<file path="config.mk">
export PLATFORM = sky130hd
export DESIGN_NAME = axi_w_slave_sink
export DESIGN_NICKNAME = d
export VERILOG_FILES = /design/src/rtl/axi_w_slave_sink.sv
export SDC_FILE = /design/constraint.sdc
export NUM_CORES = 1
export LEC_CHECK = 0
export CAP_MARGIN = 20
export CORE_MARGIN = 8
export CORE_UTILIZATION = 37
export CTS_BUF_LIST = sky130_fd_sc_hd__clkbuf_4 sky130_fd_sc_hd__clkbuf_8
export DETAILED_ROUTE_END_ITERATION = 8
export PLACE_DENSITY = 0.8
export SLEW_MARGIN = 0
export SYNTH_ARGS = -nofsm -noshare
export SYNTH_HDL_FRONTEND = slang
export SYNTH_SLANG_ARGS = --single-unit
</file>
<file path="constraint.sdc">
create_clock -name clk -period 2.78 [get_ports clk]
set_clock_uncertainty 0.2 [all_clocks]
set_input_delay 0.695 -clock clk [delete_from_list [all_inputs] [get_ports clk]]
set_output_delay 0.695 -clock clk [all_outputs]
set_load 0.02 [all_outputs]
</file>
<file path="src/rtl/axi_w_slave_sink.sv">
// AXI write-path slave sink: takes one AW request, drains packed W beats into a
// byte-enabled single-port SRAM with zero latency, then returns a B response.
module axi_w_slave_sink #(
    parameter int ID_W   = 8,
    parameter int ADDR_W = 32,
    parameter int MEM_AW = 14
) (
    input  logic              clk,
    input  logic              rst_n,
    input  logic [ID_W-1:0]   awid,
    input  logic [ADDR_W-1:0] awaddr,
    input  logic [3:0]        awlen,
    input  logic [2:0]        awsize,
    input  logic [1:0]        awburst,
    input  logic              awvalid,
    output logic              awready,
    input  logic [36:0]       wpkt,
    input  logic              wvalid,
    output logic              wready,
    output logic [ID_W-1:0]   bid,
    output logic [1:0]        bresp,
    output logic              bvalid,
    input  logic              bready,
    output logic              mem_cs,
    output logic [3:0]        mem_we,
    output logic [MEM_AW-1:0] mem_addr,
    output logic [31:0]       mem_di
);

    typedef enum logic [1:0] {
        S_IDLE = 2'd0,
        S_DATA = 2'd1,
        S_RESP = 2'd2
    } state_t;

    state_t            state_q, state_d;
    logic [ID_W-1:0]   id_q, id_d;
    logic [ADDR_W-1:0] addr_q, addr_d;
    logic [3:0]        len_q, len_d;
    logic [3:0]        cnt_q, cnt_d;
    logic              incr_q, incr_d;
    logic              err_q, err_d;

    logic [31:0] wdata;
    logic [3:0]  wstrb;
    logic        wlast;
    logic        last_beat;

    assign wdata     = wpkt[36:5];
    assign wstrb     = wpkt[4:1];
    assign wlast     = wpkt[0];
    assign last_beat = (cnt_q == len_q);

    always_ff @(posedge clk or negedge rst_n) begin
        if (!rst_n) begin
            state_q <= S_IDLE;
            id_q    <= '0;
            addr_q  <= '0;
            len_q   <= '0;
            cnt_q   <= '0;
            incr_q  <= 1'b0;
            err_q   <= 1'b0;
        end else begin
            state_q <= state_d;
            id_q    <= id_d;
            addr_q  <= addr_d;
            len_q   <= len_d;
            cnt_q   <= cnt_d;
            incr_q  <= incr_d;
            err_q   <= err_d;
        end
    end

    always_comb begin
        state_d  = state_q;
        id_d     = id_q;
        addr_d   = addr_q;
        len_d    = len_q;
        cnt_d    = cnt_q;
        incr_d   = incr_q;
        err_d    = err_q;
        awready  = 1'b0;
        wready   = 1'b0;
        bvalid   = 1'b0;
        bid      = '0;
        bresp    = 2'b00;
        mem_cs   = 1'b0;
        mem_we   = 4'h0;
        mem_addr = '0;
        mem_di   = '0;

        case (state_q)
            S_IDLE: begin
                awready = 1'b1;
                if (awvalid) begin
                    id_d    = awid;
                    addr_d  = awaddr;
                    len_d   = awlen;
                    incr_d  = (awburst == 2'b01);
                    err_d   = (awsize != 3'b010) || awburst[1] || (awaddr[1:0] != 2'b00);
                    cnt_d   = '0;
                    state_d = S_DATA;
                end
            end
            S_DATA: begin
                wready = 1'b1;
                if (wvalid) begin
                    mem_cs   = 1'b1;
                    mem_we   = err_q ? 4'h0 : wstrb;
                    mem_addr = addr_q[MEM_AW+1:2];
                    mem_di   = wdata;
                    if (incr_q) begin
                        addr_d = addr_q + ADDR_W'(4);
                    end
                    // A WLAST that disagrees with the beat count poisons the response
                    if (wlast != last_beat) begin
                        err_d = 1'b1;
                    end
                    if (wlast || last_beat) begin
                        state_d = S_RESP;
                    end else begin
                        cnt_d = cnt_q + 4'd1;
                    end
                end
            end
            S_RESP: begin
                bvalid = 1'b1;
                bid    = id_q;
                bresp  = err_q ? 2'b10 : 2'b00;
                if (bready) begin
                    err_d   = 1'b0;
                    state_d = S_IDLE;
                end
            end
            default: begin
                state_d = S_IDLE;
            end
        endcase
    end

endmodule

</file>
# Word-level counts from Yosys, hierarchy flattened
# Cells that the tools add are included.
[classes]
add_sub_neg = 2
mux = 33
n_reduce_logical = 12
eq_ne = 13
[ops]
columns = ["operator", "count"]
rows = [
  ["32-bit 2-to-1 mux", 5],
  ["32-bit case mux with 2 select lines", 1],
  ["32-bit by 3-bit adder with 32-bit output, second input constant", 1],
  ["14-bit 2-to-1 mux", 2],
  ["4-bit 2-to-1 mux", 6],
  ["2-bit != test, second input constant", 7],
  ["2-bit 2-to-1 mux", 6],
  ["4-bit AND reduction", 3],
  ["1-bit 2-to-1 mux", 9],
  ["8-bit 2-to-1 mux", 1],
  ["4-bit case mux with 2 select lines", 1],
  ["2-bit case mux with 3 select lines", 1],
  ["5-bit AND reduction", 1],
  ["4-bit by 1-bit adder with 4-bit output, second input constant", 1],
  ["2-bit by 1-bit equality test with 1-bit output, second input constant", 2],
  ["4-bit equality test", 1],
  ["2-bit nonzero test", 2],
  ["1-bit logical OR", 3],
  ["3-bit by 2-bit != test with 1-bit output, second input constant", 1],
  ["1-bit case mux with 3 select lines", 1],
  ["3-bit nonzero test", 1],
  ["2-bit equality test, second input constant", 1],
  ["2-bit zero test", 1],
  ["2-bit AND reduction", 1],
  ["1-bit != test", 1],
]
[word_totals]
regBits = 52
word_cells = 67
output_inout_bits = 64
input_bits = 91

# Logic depth before layout (Yosys ltp)
# Gate-level depths: netlist of the first run.
[logic_depth]
depth_word = 5
mapped_depth = 8
depth_no_buf = 7

# Worst setup path after synthesis of the first run
# OpenSTA, ideal clock, no wires.
[synth_path]
path_type = "register to output"
start = "reg state_q[1]"
end = "out mem_we[0]"
path_stages_with_launch = 7
n_path_buf = 2
setup_slack_ns = -0.005
required_time_ns = 1.885
arrival_time_ns = 1.890
path_cell_list = "dfrtp_1 > inv_1 > ha_1 > buf_6 > clkbuf_1 > nand2_1 > nor3b_1"
[synth_via]
elab_chain_cells = 2
[synth_lines]
columns = ["item", "line_no", "text"]
rows = [
  ["start: declaration", "36", "state_t state_q, state_d;"],
  ["start signal: assignment", "64", "state_q <= state_d;"],
  ["2-bit by 1-bit equality test with 1-bit output", "92", "case (state_q)"],
  ["4-bit 2-to-1 mux", "92", ""],
  ["end: declaration", "25", "output logic [3:0] mem_we,"],
]
# Every way passes these cells.

# Final worst setup path of the first run
[layout_path]
start = "reg state_q[1]"
end = "out awready"
[layout_via]
elab_chain_cells = 2
[layout_lines]
columns = ["item", "line_no", "text"]
rows = [
  ["2-bit zero test", "92", ""],
  ["1-bit 2-to-1 mux", "92", ""],
  ["end: declaration", "16", "output logic awready,"],
]
# Every way passes these cells.

==> metrics.txt, run 1 <==
Slew HR 63.3%; clock latency on the worst-skew pair 0.29 ns; crit path DAT 1.82 ns; CP required 1.88 ns; Post-Synthesis Cells 262; Core Footprint 5960 µm²; crit-path max FO 7; Setup CP Type flip-flop to output pin; unrepaired setup endpoints after global routing no; CTS tree built; hpwl dp 6.59 mm; PD cells 871 nW/µm²; Rows 28; port bufs 137; EDFF count, synth 0; fin area 3870 µm²; setup bufs post-CTS 0; syn_nets 359; WL/cell 18.4 µm; Synth Warn # 0; commonest non-fill, non-tap cell in the layout clkdlybuf4s50_1; Final Power 3.37 mW; Post-Synth XOR/XNOR Area 2.29%; placed cells 466; Worst Hold End id_q[2]$_DFFE_PN0P_; setup TNS 0 ns; hold_buf cts 0; area leader, netlist dfrtp_1; first-pass GRT wire length 13.2 mm; reg2reg path depth 7; Clk pwr share 11.8%; P_leak 1.74 nW; WHS Path Cells 1; deepest clock path buffer count 2; final core utilization 65.0%; post-layout min period 2.72 ns; Hold Crit Class flip-flop to flip-flop; die area 8970 µm²; Synth Area in Compound Gates 10.2%; multiplexer share of the synthesized area 7.91%; starting density of the core 38.5%; switching pwr 1.50 mW; initial antenna violation count 0; flop2flop setup slack 0.47 ns; Max Clock Freq 0.368 GHz; Max-Cap Viols 0; Num CTS Buffers 5; largest net degree at the start of global routing 72; wirelength, routed 8.76 mm; sw frac 44.6%; adder-cell share of the synthesized area 3.27%; Internal Power 1.86 mW; Vias per Instance 5.41; DIE HEIGHT 94.7 µm; GPL Wtd Cong 0.831; Clock Pin Slew Worst Setup and Hold Paths 0.07 ns; Synth top area share 37.1%; final setup vio count 0; Filler cells 499; Seq/Total Area, Yosys 37.1%; clk sink count 34; DRT iter0 DRCs 162; Root Buffer clkbuf_8; peak supply drop 0.516 mV; Placed Area 3770 µm²; remaining antenna violation count after routing 0; worst r2r dst addr_q[11]$_DFFE_PN0P_; # IOs 155; Synth area leaders dfrtp_1 37%, and3_1 12%, mux2_2 6.9%; FF-to-FF Start state_q[1]$_DFFE_PN0P_; Post-layout nets 496; Startpoint Class flip-flop; most frequent cells in the layout 83 x clkdlybuf4s50_1, 44 x and3_1, 34 x dfrtp_1, 28 x clkdlybuf4s15_1; total grt overflow 0; Layout area overhead 68.7%; Post-Synth Simple-Gate Area 33.3%; Total GRT Usage 18.7%; Fin. Hold Viols 0; syn_area_per_cell 8.75 µm²; crit end category output pin; vias in the first global route 2528; Reg power frac 29.1%; hold_sp id_q[2]$_DFFE_PN0P_; outcome finished, final reports clean; Antenna Diode Count 0; Via Count 2569; DRT Pass-1 Iters 4; DRC viols 0; Gate power share 59.1%; Most used DFF post-synth dfrtp_1; die width 94.7 µm; main combinational cell family by area after synthesis simple AND/OR/NAND/NOR gates; Seq cells post-synth 34; share of cells above drive strength 1 15.0%; H-tree depth 2; mapped cell area 2290 µm²; share of synthesized flip-flops with an asynchronous set or reset 100%; max-slew violations 0; Worst-Margin Slew 0.548 ns; period utilization 97.8%; Netlist cell types 40; Layout Cells excl Fill 475
==> worst max-delay path by stage <==
stage | slack (ns) | cells past startpoint | endpoint | startpoint
after floorplan | -0.005 | 6 | mem_we[0] | state_q[1]$_DFFE_PN0P_
after global placement | -0.39 | 5 | mem_cs | wvalid
after detailed placement | -0.40 | 5 | mem_cs | wvalid
after CTS | 0.02 | 4 | bid[4] | state_q[0]$_DFFE_PN0P_
after global routing | 0.0002 | 5 | mem_addr[4] | state_q[1]$_DFFE_PN0P_
final | 0.06 | 3 | awready | state_q[1]$_DFFE_PN0P_
==> cell usage after synthesis, drive strengths merged, types with 2 or more instances <==
master,instances
and4,5
and3,44
a2111oi,3
a22oi,3
mux2,14
o22ai,6
nor4,4
o21ai,10
nor2,14
a21oi,7
clkbuf,13
inv,10
mux2i,2
xnor2,6
nand4,5
nor3b,6
nor3,15
nand2b,2
a2bb2oi,2
nand3,10
nand2,15
and2,9
buf,6
dfrtp,34
ha,6
==> kinds of logic after synthesis <==
kind of cell / count (synthesis)
XOR/XNOR: 6
multiplexers: 16
other: 1
flip-flops: 34
AO/OA/AOI/OAI: 36
adder cells (fa/ha/maj): 6
AND/OR/NAND/NOR: 134
buffers and inverters: 29
==> power groups by stage <==
stage	Clock (mW)	Sequential (mW)	Combinational, mW
floorplan	0	0.908	1.29
CTS	0.401	0.973	1.99
finish	0.397	0.980	1.99
detailed placement	0	0.982	2.03
global placement	0	0.961	1.98
global route	0.424	1.02	2.16
==> critical path: stages, from the launching register on <==
cell and delay [ns]:
dfrtp_1 0.44, inv_1 0.11, ha_1 0.31, clkdlybuf4s50_1 0.68
==> cell type report <==
| cell class | instances | area [µm²] | area share, % |
|---|---|---|---|
| Clock buffer | 7 | 90.1 | 2.33 |
| Clock inverter | 1 | 5.00 | 0.129 |
| Inverter | 10 | 37.5 | 0.970 |
| Multi-Input combinational cell | 199 | 1330 | 34.3 |
| Sequential cell | 34 | 851 | 22.0 |
| Tap cell | 75 | 93.8 | 2.43 |
| Timing Repair Buffer | 149 | 1470 | 37.9 |
==> sequential cells by signal, indices dropped and copies added (netlist names) <==
signal / count
len_q: 4
err_q: 1
incr_q: 1
id_q: 8
state_q: 2
addr_q: 14
cnt_q: 4
==> routing by layer <==
metal	part of all wire, %	global-route usage [%]
met5	0	0
met4	2.0	6.63
met3	6.6	3.89
met2	55	32.0
met1	36	22.6
==> timing repair <==
item | in CTS | in global routing
gates cloned | 1 | 0
setup endpoints to repair | 61 | 8
resized for setup | 113 | 19
==> per-stage QoR <==
stage | hold slack, ns | setup slack [ns]
finish | 0.301 | 0.0607
global placement | 0.270 | -0.388
detailed placement | 0.289 | -0.398
CTS | 0.306 | 0.0160
global route | 0.328 | 0.000190
floorplan | 0.199 | -0.00472
Power figures use the tool's default switching activity.
==> inputs of run 2 (changes only) <==
--- a/config.mk
+++ b/config.mk
@@ -6,11 +6,13 @@
 export NUM_CORES = 1
 export LEC_CHECK = 0
 export CAP_MARGIN = 20
+export CELL_PAD_IN_SITES_DETAIL_PLACEMENT = 1
+export CELL_PAD_IN_SITES_GLOBAL_PLACEMENT = 2
 export CORE_MARGIN = 8
-export CORE_UTILIZATION = 37
+export CORE_UTILIZATION = 19
 export CTS_BUF_LIST = sky130_fd_sc_hd__clkbuf_4 sky130_fd_sc_hd__clkbuf_8
 export DETAILED_ROUTE_END_ITERATION = 8
-export PLACE_DENSITY = 0.8
+export PLACE_DENSITY = 0.79
 export SLEW_MARGIN = 0
 export SYNTH_ARGS = -nofsm -noshare
 export SYNTH_HDL_FRONTEND = slang
==> run 2 against run 1 <==
Clock power decreased by 4%. Total power increased by 1.8%. Global-route usage decreased by 6.4 points. Wire length increased by 12%. Fmax increased by 1.1%. Flip-flop and latch count unchanged. Sequential power about the same. Via count increased by 0.47%. Combinational power increased by 4%. Non-clock buffer count increased by 4. First-iteration DRC count decreased by 33%. Hold slack improved by 0.0011 ns. Largest cell class unchanged.
==> metrics.txt, run 2 (synthesis results as in run 1) <==
Clock Pin Slew Worst Setup and Hold Paths 0.07 ns; H-tree depth 2; CTS tree built; final setup vio count 0; DIE HEIGHT 126 µm; largest net degree at the start of global routing 57; Num CTS Buffers 5; remaining antenna violation count after routing 0; crit end category output pin; Fin. Hold Viols 0; commonest non-fill, non-tap cell in the layout clkdlybuf4s50_1; Internal Power 1.90 mW; Root Buffer clkbuf_8; Via Count 2581; initial antenna violation count 0; Layout Cells excl Fill 550; Startpoint Class flip-flop; clock latency on the worst-skew pair 0.29 ns; deepest clock path buffer count 2; DRT iter0 DRCs 109; Clk pwr share 11.1%; Total GRT Usage 12.3%; Post-layout nets 500; final core utilization 33.7%; P_leak 1.98 nW; most frequent cells in the layout 75 x clkdlybuf4s50_1, 44 x and3_1, 34 x dfrtp_1, 24 x clkdlybuf4s15_1, 21 x dlygate4sd2_1; post-layout min period 2.69 ns; Vias per Instance 4.69; period utilization 96.8%; placed cells 542; FF+latch area 851 µm²; Rows 40; Filler cells 1405; die width 126 µm; unrepaired setup endpoints after global routing no; DRT Pass-1 Iters 4; CP top delay family buffers and inverters; max-slew violations 0; vias in the first global route 2827; CP required 1.88 ns; clk sink count 34; GPL Wtd Cong 0.750; total grt overflow 0; footprint of the multi-input gates 1330 µm²; PD cells 855 nW/µm²; sw frac 44.6%; die area 15800 µm²; hold_buf cts 0; CP bufs+invs 3; largest registers addr_q (14), id_q (8); crit path DAT 1.79 ns; Antenna Diode Count 0; Core Footprint 11900 µm²; Max Clock Freq 0.372 GHz; Setup CP Type flip-flop to output pin; starting density of the core 19.3%; # IOs 155; first-pass GRT wire length 15.7 mm; max reg flops 14; critical path, cell by cell inv_1, ha_2, buf_12, and3_1, dlygate4sd2_1; outcome finished, final reports clean; hpwl dp 7.53 mm; Hold Crit Class flip-flop to flip-flop; switching pwr 1.53 mW; WL/cell 17.9 µm; Layout area overhead 74.9%; port bufs 137; crit-path max FO 56; peak supply drop 0.403 mV; Reg power frac 28.7%; Critical Path Max Stage Delay 0.42 ns; pre-CTS setup slack -0.474 ns; PnR worst setup slack 0.0902 ns; wirelength, routed 9.83 mm; share of cells above drive strength 1 12.4%; Reg with most FFs addr_q; Max-Cap Viols 0; DRC viols 0; Crit-path slowest cell dfrtp_1; Gate power share 60.2%
[run 2: cell types whose count changed in the layout (fill, tap and decap cells not counted), moves of 3 or more]
cell,previous run,this run
buf_2,0,3
buf_4,9,13
clkbuf_2,11,2
clkdlybuf4s15_1,28,24
clkdlybuf4s15_2,11,2
clkdlybuf4s50_1,83,75
dlygate4sd2_1,4,21
dlymetal6s2s_1,0,9
[run 2: layout make-up]
cell class,count,share of cell area (%)
Clock buffer,7,2.09
Inverter,10,0.936
Multi-Input combinational cell,199,33.1
Sequential cell,34,21.2
Tap cell,147,4.59
Timing Repair Buffer,153,38.0
[run 2: power by group through the flow]
| stage | clock (mW) | sequential (mW) | combinational [mW] |
|---|---|---|---|
| global placement | 0 | 0.971 | 2.10 |
| global route | 0.413 | 1.03 | 2.28 |
| detailed placement | 0 | 0.989 | 2.16 |
| floorplan | 0 | 0.908 | 1.29 |
| CTS | 0.389 | 0.981 | 2.10 |
| finish | 0.380 | 0.983 | 2.06 |
[run 2: routing by layer]
layer,share of wire (%),vias to the layer above,track usage (%)
li1,-,1230,-
met1,42,1246,14.2
met2,49,99,20.9
met3,8.6,6,5.40
met4,0.62,0,1.70
met5,0,-,0
[run 2: worst register-to-register path, cell delays in order, from the launching register on]
cell and delay [ns]:
dfrtp_1 0.41, inv_1 0.09, ha_2 0.20, buf_12 0.17, buf_4 0.19, inv_1 0.15, o221ai_1 0.20, nor3_1 0.30
mux2_2 0.37
[run 2: stage by stage]
step / power [mW] / instance area, µm² / setup TNS (ns) / hold WS (ns)
2_1_floorplan: 2.19 / 2290 / -0.0189 / 0.199
3_3_place_gp: 3.07 / 3910 / -18.28 / 0.280
3_5_place_dp: 3.15 / 3910 / -19.45 / 0.290
4_1_cts: 3.47 / 3970 / 0 / 0.306
5_1_grt: 3.72 / 4010 / 0 / 0.319
6_report: 3.43 / 4010 / 0 / 0.302
[run 2: final timing paths]
| kind | startpoint | end | slack (ns) | cells past startpoint |
|---|---|---|---|---|
| worst max-delay path | state_q[1]$_DFFE_PN0P_ | mem_di[23] | 0.09 | 5 |
| worst min-delay path | id_q[7]$_DFFE_PN0P_ | id_q[7]$_DFFE_PN0P_ | 0.30 | 1 |
| worst max register to register | state_q[1]$_DFFE_PN0P_ | err_q$_DFFE_PN0P_ | 0.39 | 8 |
| worst min register to register | id_q[7]$_DFFE_PN0P_ | id_q[7]$_DFFE_PN0P_ | 0.30 | 1 |
| max in group asynchronous | rst_n | cnt_q[2]$_DFFE_PN0P_ | 1.40 | 2 |
| min in group asynchronous | rst_n | addr_q[12]$_DFFE_PN0P_ | 0.62 | 2 |
[run 2: what timing repair did]
action                                  in CTS  in global routing
resized for setup                           75                 37
gates cloned                                 1                  0
setup buffers                                0                  0
endpoints found under the setup margin      62                 35
